File: config.mk
export PLATFORM = sky130hd
export DESIGN_NAME = sdram_arbiter
export DESIGN_NICKNAME = d
export VERILOG_FILES = /design/src/rtl/sdram_arb_pkg.sv /design/src/rtl/sdram_arb_timer.sv /design/src/rtl/sdram_arbiter.sv
export SDC_FILE = /design/constraint.sdc
export NUM_CORES = 1
export LEC_CHECK = 0
export ABC_AREA = 1
export BUFFER_PORTS_ARGS = -buffer_cell sky130_fd_sc_hd__buf_2
export CORE_AREA = 3 3 123 125
export DETAILED_ROUTE_END_ITERATION = 7
export DIE_AREA = 0 0 126 128
export HOLD_SLACK_MARGIN = 0.12
export SLEW_MARGIN = 20
export SYNTH_ARGS = -nofsm -noshare
export SYNTH_HDL_FRONTEND = slang
export SYNTH_SLANG_ARGS = --single-unit
export TNS_END_PERCENT = 100
File: constraint.sdc
create_clock -name clk -period 5.05 [get_ports clk]
set_input_delay 0.2525 -clock clk [delete_from_list [all_inputs] [get_ports clk]]
set_output_delay 0.2525 -clock clk [all_outputs]
set_load 0.01 [all_outputs]
File: src/rtl/sdram_arb_pkg.sv
// -----------------------------------------------------------------------------
// sdram_arb_pkg
// Shared definitions for the two-master SDRAM Wishbone arbiter:
//   - arb_state_e : arbiter FSM state encoding (IDLE / GNT_CPU / GNT_DMA)
//   - owner_e     : encoding of the last master that held the grant
//   - GRANT_*     : one-hot grant_o encodings (bit0 CPU, bit1 DMA)
//   - BURST_CNT_W : width of the per-grant ack counter
//   - grant_of()  : decode of a state into its grant_o value
// No ports (package).
// -----------------------------------------------------------------------------
package sdram_arb_pkg;

  localparam int BURST_CNT_W = 8;

  typedef enum logic [1:0] {
    ST_IDLE    = 2'b00,
    ST_GNT_CPU = 2'b01,
    ST_GNT_DMA = 2'b10
  } arb_state_e;

  typedef enum logic {
    OWN_CPU = 1'b0,
    OWN_DMA = 1'b1
  } owner_e;

  localparam logic [1:0] GRANT_IDLE = 2'b00;
  localparam logic [1:0] GRANT_CPU  = 2'b01;
  localparam logic [1:0] GRANT_DMA  = 2'b10;

  // One-hot owner for a given arbiter state; anything unknown reads as idle.
  function automatic logic [1:0] grant_of(input arb_state_e st);
    logic [1:0] g;
    case (st)
      ST_GNT_CPU: g = GRANT_CPU;
      ST_GNT_DMA: g = GRANT_DMA;
      default:    g = GRANT_IDLE;
    endcase
    return g;
  endfunction

endpackage

File: src/rtl/sdram_arb_timer.sv
// -----------------------------------------------------------------------------
// sdram_arb_timer
// Stall watchdog for the arbiter's current grant. Counts cycles in which the
// owning master strobes without an SDRAM ack; 'expire' is raised during the
// TIMEOUT_CYCLES-th consecutive stalled cycle so the arbiter can abort the
// grant at that same edge. Only instantiated when SDRAM_ARB_TIMEOUT_EN is set.
// Ports:
//   clk    in  1  rising-edge clock
//   rst    in  1  asynchronous active-low reset
//   stall  in  1  owner stb=1 and no ack this cycle
//   clear  in  1  ack seen, grant changing, or no grant held
//   expire out 1  stall limit reached in this cycle
// -----------------------------------------------------------------------------
module sdram_arb_timer #(
  parameter int TIMEOUT_CYCLES = 64
) (
  input  logic clk,
  input  logic rst,
  input  logic stall,
  input  logic clear,
  output logic expire
);

  // Counter only needs to hold 0..TIMEOUT_CYCLES-1.
  localparam int CNT_W = (TIMEOUT_CYCLES > 1) ? $clog2(TIMEOUT_CYCLES) : 1;
  localparam logic [CNT_W-1:0] CNT_LIMIT = CNT_W'(TIMEOUT_CYCLES - 1);

  logic [CNT_W-1:0] cnt_r;

  // Expiry is flagged while the last allowed stalled cycle is in progress.
  always_comb begin
    expire = 1'b0;
    if (stall && (cnt_r == CNT_LIMIT)) begin
      expire = 1'b1;
    end else begin
      expire = 1'b0;
    end
  end

  // Stall cycle counter; expiry restarts it because the grant is abandoned.
  always_ff @(posedge clk or negedge rst) begin
    if (!rst) begin
      cnt_r <= {CNT_W{1'b0}};
    end else if (clear || expire) begin
      cnt_r <= {CNT_W{1'b0}};
    end else if (stall) begin
      cnt_r <= cnt_r + {{(CNT_W-1){1'b0}}, 1'b1};
    end else begin
      cnt_r <= cnt_r;
    end
  end

endmodule

File: src/rtl/sdram_arbiter.sv
// -----------------------------------------------------------------------------
// sdram_arbiter
// Two-master (CPU, DMA) Wishbone arbiter in front of a single SDRAM slave.
// Round-robin on simultaneous requests from IDLE, one-cycle grant latency,
// forced re-arbitration after BURST_MAX acks when the other master waits.
// Optional feature macro: SDRAM_ARB_TIMEOUT_EN -- enables a stall watchdog
// (sdram_arb_timer) that aborts a grant after TIMEOUT_CYCLES un-acked strobe
// cycles and pulses the owner's err_o. Without it, err outputs are tied 0.
// Ports:
//   clk, rst                      clock, async active-low reset
//   cpu_{stb,cyc,we,sel,dat,adr}_i CPU Wishbone request
//   cpu_{ack,dat,err}_o           CPU ack / read data / timeout error
//   dma_*                         same set for the DMA master
//   srm_{stb,cyc,we,sel,dat,adr}_o SDRAM slave request (from current owner)
//   srm_{ack,dat}_i               SDRAM ack / read data
//   grant_o                       one-hot owner: 01 CPU, 10 DMA, 00 idle
// -----------------------------------------------------------------------------
module sdram_arbiter
  import sdram_arb_pkg::*;
#(
  parameter int BURST_MAX      = 8,
  parameter int TIMEOUT_CYCLES = 64
) (
  input  logic        clk,
  input  logic        rst,
  input  logic        cpu_stb_i,
  input  logic        cpu_cyc_i,
  input  logic        cpu_we_i,
  input  logic [3:0]  cpu_sel_i,
  input  logic [31:0] cpu_dat_i,
  input  logic [31:0] cpu_adr_i,
  output logic        cpu_ack_o,
  output logic [31:0] cpu_dat_o,
  output logic        cpu_err_o,
  input  logic        dma_stb_i,
  input  logic        dma_cyc_i,
  input  logic        dma_we_i,
  input  logic [3:0]  dma_sel_i,
  input  logic [31:0] dma_dat_i,
  input  logic [31:0] dma_adr_i,
  output logic        dma_ack_o,
  output logic [31:0] dma_dat_o,
  output logic        dma_err_o,
  output logic        srm_stb_o,
  output logic        srm_cyc_o,
  output logic        srm_we_o,
  output logic [3:0]  srm_sel_o,
  output logic [31:0] srm_dat_o,
  output logic [31:0] srm_adr_o,
  input  logic        srm_ack_i,
  input  logic [31:0] srm_dat_i,
  output logic [1:0]  grant_o
);

  // Elaboration-time guards on the parameter ranges.
  if ((BURST_MAX < 1) || (BURST_MAX > 255)) begin : g_burst_max_range
    $error("sdram_arbiter: BURST_MAX must be within 1..255");
  end
  if (TIMEOUT_CYCLES < 1) begin : g_timeout_range
    $error("sdram_arbiter: TIMEOUT_CYCLES must be at least 1");
  end

  localparam logic [BURST_CNT_W-1:0] BURST_LIMIT = BURST_CNT_W'(BURST_MAX);
  localparam logic [BURST_CNT_W-1:0] BURST_ONE   = BURST_CNT_W'(1);

  arb_state_e             state_r;
  arb_state_e             state_next_s;
  owner_e                 last_owner_r;
  owner_e                 last_owner_next_s;
  logic [BURST_CNT_W-1:0] burst_cnt_r;
  logic [BURST_CNT_W-1:0] burst_cnt_next_s;
  logic                   cpu_req_s;
  logic                   dma_req_s;
  logic                   burst_done_s;
  logic                   timeout_hit_s;

  assign cpu_req_s = cpu_cyc_i & cpu_stb_i;
  assign dma_req_s = dma_cyc_i & dma_stb_i;

  // This ack completes the burst allowance; the count wraps to zero here.
  assign burst_done_s = srm_ack_i && ((burst_cnt_r + BURST_ONE) == BURST_LIMIT);

  // Next-state selection: round-robin from IDLE, release/abort/burst hand-off
  // from a grant state. A timed-out owner counts as having released the bus.
  always_comb begin
    state_next_s = state_r;
    case (state_r)
      ST_IDLE: begin
        if (cpu_req_s && dma_req_s) begin
          state_next_s = (last_owner_r == OWN_DMA) ? ST_GNT_CPU : ST_GNT_DMA;
        end else if (cpu_req_s) begin
          state_next_s = ST_GNT_CPU;
        end else if (dma_req_s) begin
          state_next_s = ST_GNT_DMA;
        end else begin
          state_next_s = ST_IDLE;
        end
      end
      ST_GNT_CPU: begin
        if (!cpu_cyc_i || timeout_hit_s) begin
          state_next_s = dma_req_s ? ST_GNT_DMA : ST_IDLE;
        end else if (burst_done_s && dma_req_s) begin
          state_next_s = ST_GNT_DMA;
        end else begin
          state_next_s = ST_GNT_CPU;
        end
      end
      ST_GNT_DMA: begin
        if (!dma_cyc_i || timeout_hit_s) begin
          state_next_s = cpu_req_s ? ST_GNT_CPU : ST_IDLE;
        end else if (burst_done_s && cpu_req_s) begin
          state_next_s = ST_GNT_CPU;
        end else begin
          state_next_s = ST_GNT_DMA;
        end
      end
      default: begin
        state_next_s = ST_IDLE;
      end
    endcase
  end

  // Burst counter and round-robin history follow the chosen next state.
  always_comb begin
    burst_cnt_next_s  = burst_cnt_r;
    last_owner_next_s = last_owner_r;
    if (state_next_s != state_r) begin
      burst_cnt_next_s = {BURST_CNT_W{1'b0}};
      if (state_next_s == ST_GNT_CPU) begin
        last_owner_next_s = OWN_CPU;
      end else if (state_next_s == ST_GNT_DMA) begin
        last_owner_next_s = OWN_DMA;
      end else begin
        last_owner_next_s = last_owner_r;
      end
    end else if ((state_r != ST_IDLE) && srm_ack_i) begin
      // Reaching the limit with nobody waiting keeps the grant, restarts count.
      burst_cnt_next_s = burst_done_s ? {BURST_CNT_W{1'b0}} : (burst_cnt_r + BURST_ONE);
    end else begin
      burst_cnt_next_s = burst_cnt_r;
    end
  end

  // Arbiter state, burst count and last owner registers.
  always_ff @(posedge clk or negedge rst) begin
    if (!rst) begin
      state_r      <= ST_IDLE;
      last_owner_r <= OWN_DMA;
      burst_cnt_r  <= {BURST_CNT_W{1'b0}};
    end else begin
      state_r      <= state_next_s;
      last_owner_r <= last_owner_next_s;
      burst_cnt_r  <= burst_cnt_next_s;
    end
  end

  // Slave request mux and ack/data return, steered by the registered owner
  // only, so the non-owner never reaches the slave nor sees an ack.
  always_comb begin
    srm_stb_o = 1'b0;
    srm_cyc_o = 1'b0;
    srm_we_o  = 1'b0;
    srm_sel_o = 4'h0;
    srm_dat_o = 32'h0000_0000;
    srm_adr_o = 32'h0000_0000;
    cpu_ack_o = 1'b0;
    cpu_dat_o = 32'h0000_0000;
    dma_ack_o = 1'b0;
    dma_dat_o = 32'h0000_0000;
    case (state_r)
      ST_GNT_CPU: begin
        srm_stb_o = cpu_stb_i;
        srm_cyc_o = cpu_cyc_i;
        srm_we_o  = cpu_we_i;
        srm_sel_o = cpu_sel_i;
        srm_dat_o = cpu_dat_i;
        srm_adr_o = cpu_adr_i;
        cpu_ack_o = srm_ack_i;
        cpu_dat_o = srm_dat_i;
      end
      ST_GNT_DMA: begin
        srm_stb_o = dma_stb_i;
        srm_cyc_o = dma_cyc_i;
        srm_we_o  = dma_we_i;
        srm_sel_o = dma_sel_i;
        srm_dat_o = dma_dat_i;
        srm_adr_o = dma_adr_i;
        dma_ack_o = srm_ack_i;
        dma_dat_o = srm_dat_i;
      end
      default: begin
        srm_stb_o = 1'b0;
      end
    endcase
  end

  assign grant_o = grant_of(state_r);

`ifdef SDRAM_ARB_TIMEOUT_EN
  logic owner_stb_s;
  logic tmr_stall_s;
  logic tmr_clear_s;

  // Watchdog inputs: stall only while the owner strobes un-acked; restart on
  // any ack, any grant change, or while idle.
  always_comb begin
    owner_stb_s = 1'b0;
    case (state_r)
      ST_GNT_CPU: owner_stb_s = cpu_stb_i;
      ST_GNT_DMA: owner_stb_s = dma_stb_i;
      default:    owner_stb_s = 1'b0;
    endcase
    tmr_stall_s = owner_stb_s & ~srm_ack_i;
    tmr_clear_s = srm_ack_i | (state_next_s != state_r) | (state_r == ST_IDLE);
  end

  sdram_arb_timer #(
    .TIMEOUT_CYCLES (TIMEOUT_CYCLES)
  ) u_timer (
    .clk    (clk),
    .rst    (rst),
    .stall  (tmr_stall_s),
    .clear  (tmr_clear_s),
    .expire (timeout_hit_s)
  );

  // Error pulse goes to whoever owned the bus when the watchdog fired.
  assign cpu_err_o = timeout_hit_s & (state_r == ST_GNT_CPU);
  assign dma_err_o = timeout_hit_s & (state_r == ST_GNT_DMA);
`else
  assign timeout_hit_s = 1'b0;
  assign cpu_err_o     = 1'b0;
  assign dma_err_o     = 1'b0;
`endif

endmodule

==> results.txt <==
Wire length per cell: 12.4 um
Area growth syn-to-layout: 74.6%
IO Port Bufs: 315
CTS buffer count: 3
Relative slew margins: 0.582
Clock buffer depth: 2
Routed wire length: 12200 um
CP peak stage delay: 0.53 ns
Reg clk slew, reported paths: 0.04 ns
Max-Cap Viols: 0
Leakage: 0.00290 uW
Sequential area share after synthesis: 0.114
Minimum clock period: 2.68 ns
Post-synth top cells: nand2_1, inv_1, a21oi_1
Status: completed
First-pass GRT wire length: 17500 um
I/O Pins: 318
CTS tree: done
CP max-delay cell: buf_4
Mapped Area: 0.00243 sq mm
Crit-path max FO: 56
Cell row count: 43
Overflow after GRT: 0
HPWL Detailed: 9930 um
Gr usage total: 0.130
Ant diodes: 0
Syn Area/Cell: 4.74 sq um
Drt first-iter violations: 217
CTS-repair resized insts: 0
Core ar.: 0.0140 sq mm
Fill cell count: 1615
Top cell type's share of synthesized area: 0.378
Die X-Extent: 126 um
Vias post-DR: 4006
Netlist cell types: 21
Largest net degree at the start of global routing: 57
RSZ-0062 raised after global routing: no
Clock Skew: 0.000947 ns
Remaining DRCs: 0
Setup TNS: 0 ns
Fin crit share: 0.531
CTS sink cnt: 11
Vias in the first global route: 3448
VDD IR max: 0.267 mV
Via-to-Cell Ratio: 4.08
Clk Latency, worst-skew pair: 0.24 ns
Synth top area cells: nand2_1, a21oi_1, inv_1, dfrtp_1, clkbuf_1
Worst EP arrival: 2.43 ns
Yosys top cell by area: nand2_1
H-tree Lvls: 1
Kind of cell adding the most delay to the critical path: buffers and inverters
Top-count cell post-synth: nand2_1
Worst Path Required: 4.80 ns
Placed Cells: 978
Detailed Routing Iterations Pass 1: 4
Gate count of the mapped netlist: 512
Fmax: 0.373 GHz
Nets: 989
Worst Setup End Kind: output pin
Synth Register Bits: 11
Detail Route Antenna Nets: 0
EDFF count, synth: 0
Critical path type: reg2out
Die Span Y: 128 um
Die area: 0.0161 sq mm
Gpl congestion: 0.827
Startpoint types: register
Initial antenna violation count: 2
Buffers & Inverters on Critical Path: 3
Top FF cell, synth: dfrtp_1
CTS Root Cell: clkbuf_16
Share of layout cells above drive strength 1: 0.422
Starting Density: 0.173
Final Hold Fails: 0
Final Power: 1860 uW
Final cell count without fillers: 983
Hold Crit Class: in2async
Sequence of cells on the critical path: inv_1, ha_4, buf_4, nand2_1, a21oi_1, buf_2
Ys Warns: 0
Worst Tran Pin Value: 0.626 ns
Final Max Tran Viols: 0
Async SR Flop Fraction: 1.00
Power per cell area: 440 mW/mm^2
Final-report setup violation count: 0
-- stage by stage --
step | hold slack (ns) | utilization | area (sq um) | setup slack [ns]
floorplan | -0.0431 | - | 2430 | 3.03
global placement | 0.151 | 0.297 | 4150 | 2.59
detailed placement | 0.148 | 0.297 | 4150 | 2.59
CTS | 0.431 | 0.303 | 4240 | 2.33
global route | 0.466 | 0.303 | 4240 | 2.16
finish | 0.420 | 0.303 | 4240 | 2.37
-- report_power, final --
part           leakage [uW]  internal (uW)  switching, uW  total (uW)
logic               0.00272            514           1030        1540
clock network     0.0000382            106           40.4         147
registers          0.000146            128           44.5         173
-- state kept, by name, summed over array words and instances (netlist names) --
register / cells
last_owner_r: 1
state_r: 2
burst_cnt_r: 8
-- cell usage in the layout (no fill, tap or decap), drive strengths merged --
cell | netlist | layout
o21ai | 6 | 6
buf | 2 | 318
clkbuf | 31 | 4
conb | 1 | 2
nand2 | 252 | 252
dlygate4sd3 | 0 | 1
nor2 | 16 | 16
xor2 | 1 | 1
nand4 | 4 | 4
nand3 | 13 | 13
ha | 8 | 8
dfstp | 1 | 1
a21oi | 74 | 74
o211ai | 1 | 1
dfrtp | 10 | 10
inv | 92 | 92
-- repair_timing --
item | 4_1_cts | 5_1_grt
hold buffers | 1 | 0
buffers inserted | 0 | 0
endpoints found under the hold margin | 10 | 0
-- area by class of cell --
type                            count  area, sq um  area share
Multi-Input combinational cell    377         1700       0.402
Tap cell                          180          225      0.0532
Inverter                           92          345      0.0815
Clock buffer                        4         78.8      0.0186
Timing Repair Buffer              319         1610       0.380
Sequential cell                    11          277      0.0653
-- logic make-up after synthesis --
kind of cell,count (synthesis),synth area share
AO/OA/AOI/OAI,81,0.170
XOR/XNOR,1,0.00361
adder cells (fa/ha/maj),8,0.0413
buffers and inverters,125,0.196
flip-flops,11,0.114
other,1,0.00155
AND/OR/NAND/NOR,285,0.473
-- final timing paths --
kind | from | end | slack (ns) | cells past startpoint
worst max-delay path | state_r[1] | srm_adr_o[25] | 2.37 | 6
worst min register to register | last_owner_r | last_owner_r | 0.49 | 2
worst min-delay path | rst | state_r[0] | 0.42 | 2
worst max register to register | burst_cnt_r[1] | last_owner_r | 2.77 | 16
min in group clk | cpu_cyc_i | state_r[1] | 0.47 | 6
max in group asynchronous | rst | last_owner_r | 4.36 | 2
-- metal layers --
layer,wire length (um),vias up,global-route usage
li1,-,2104,-
met1,4990,1674,0.169
met2,6070,218,0.235
met3,1100,8,0.0208
met4,62,2,0.0132
met5,13,-,0
(Power assumes the default switching activity.)
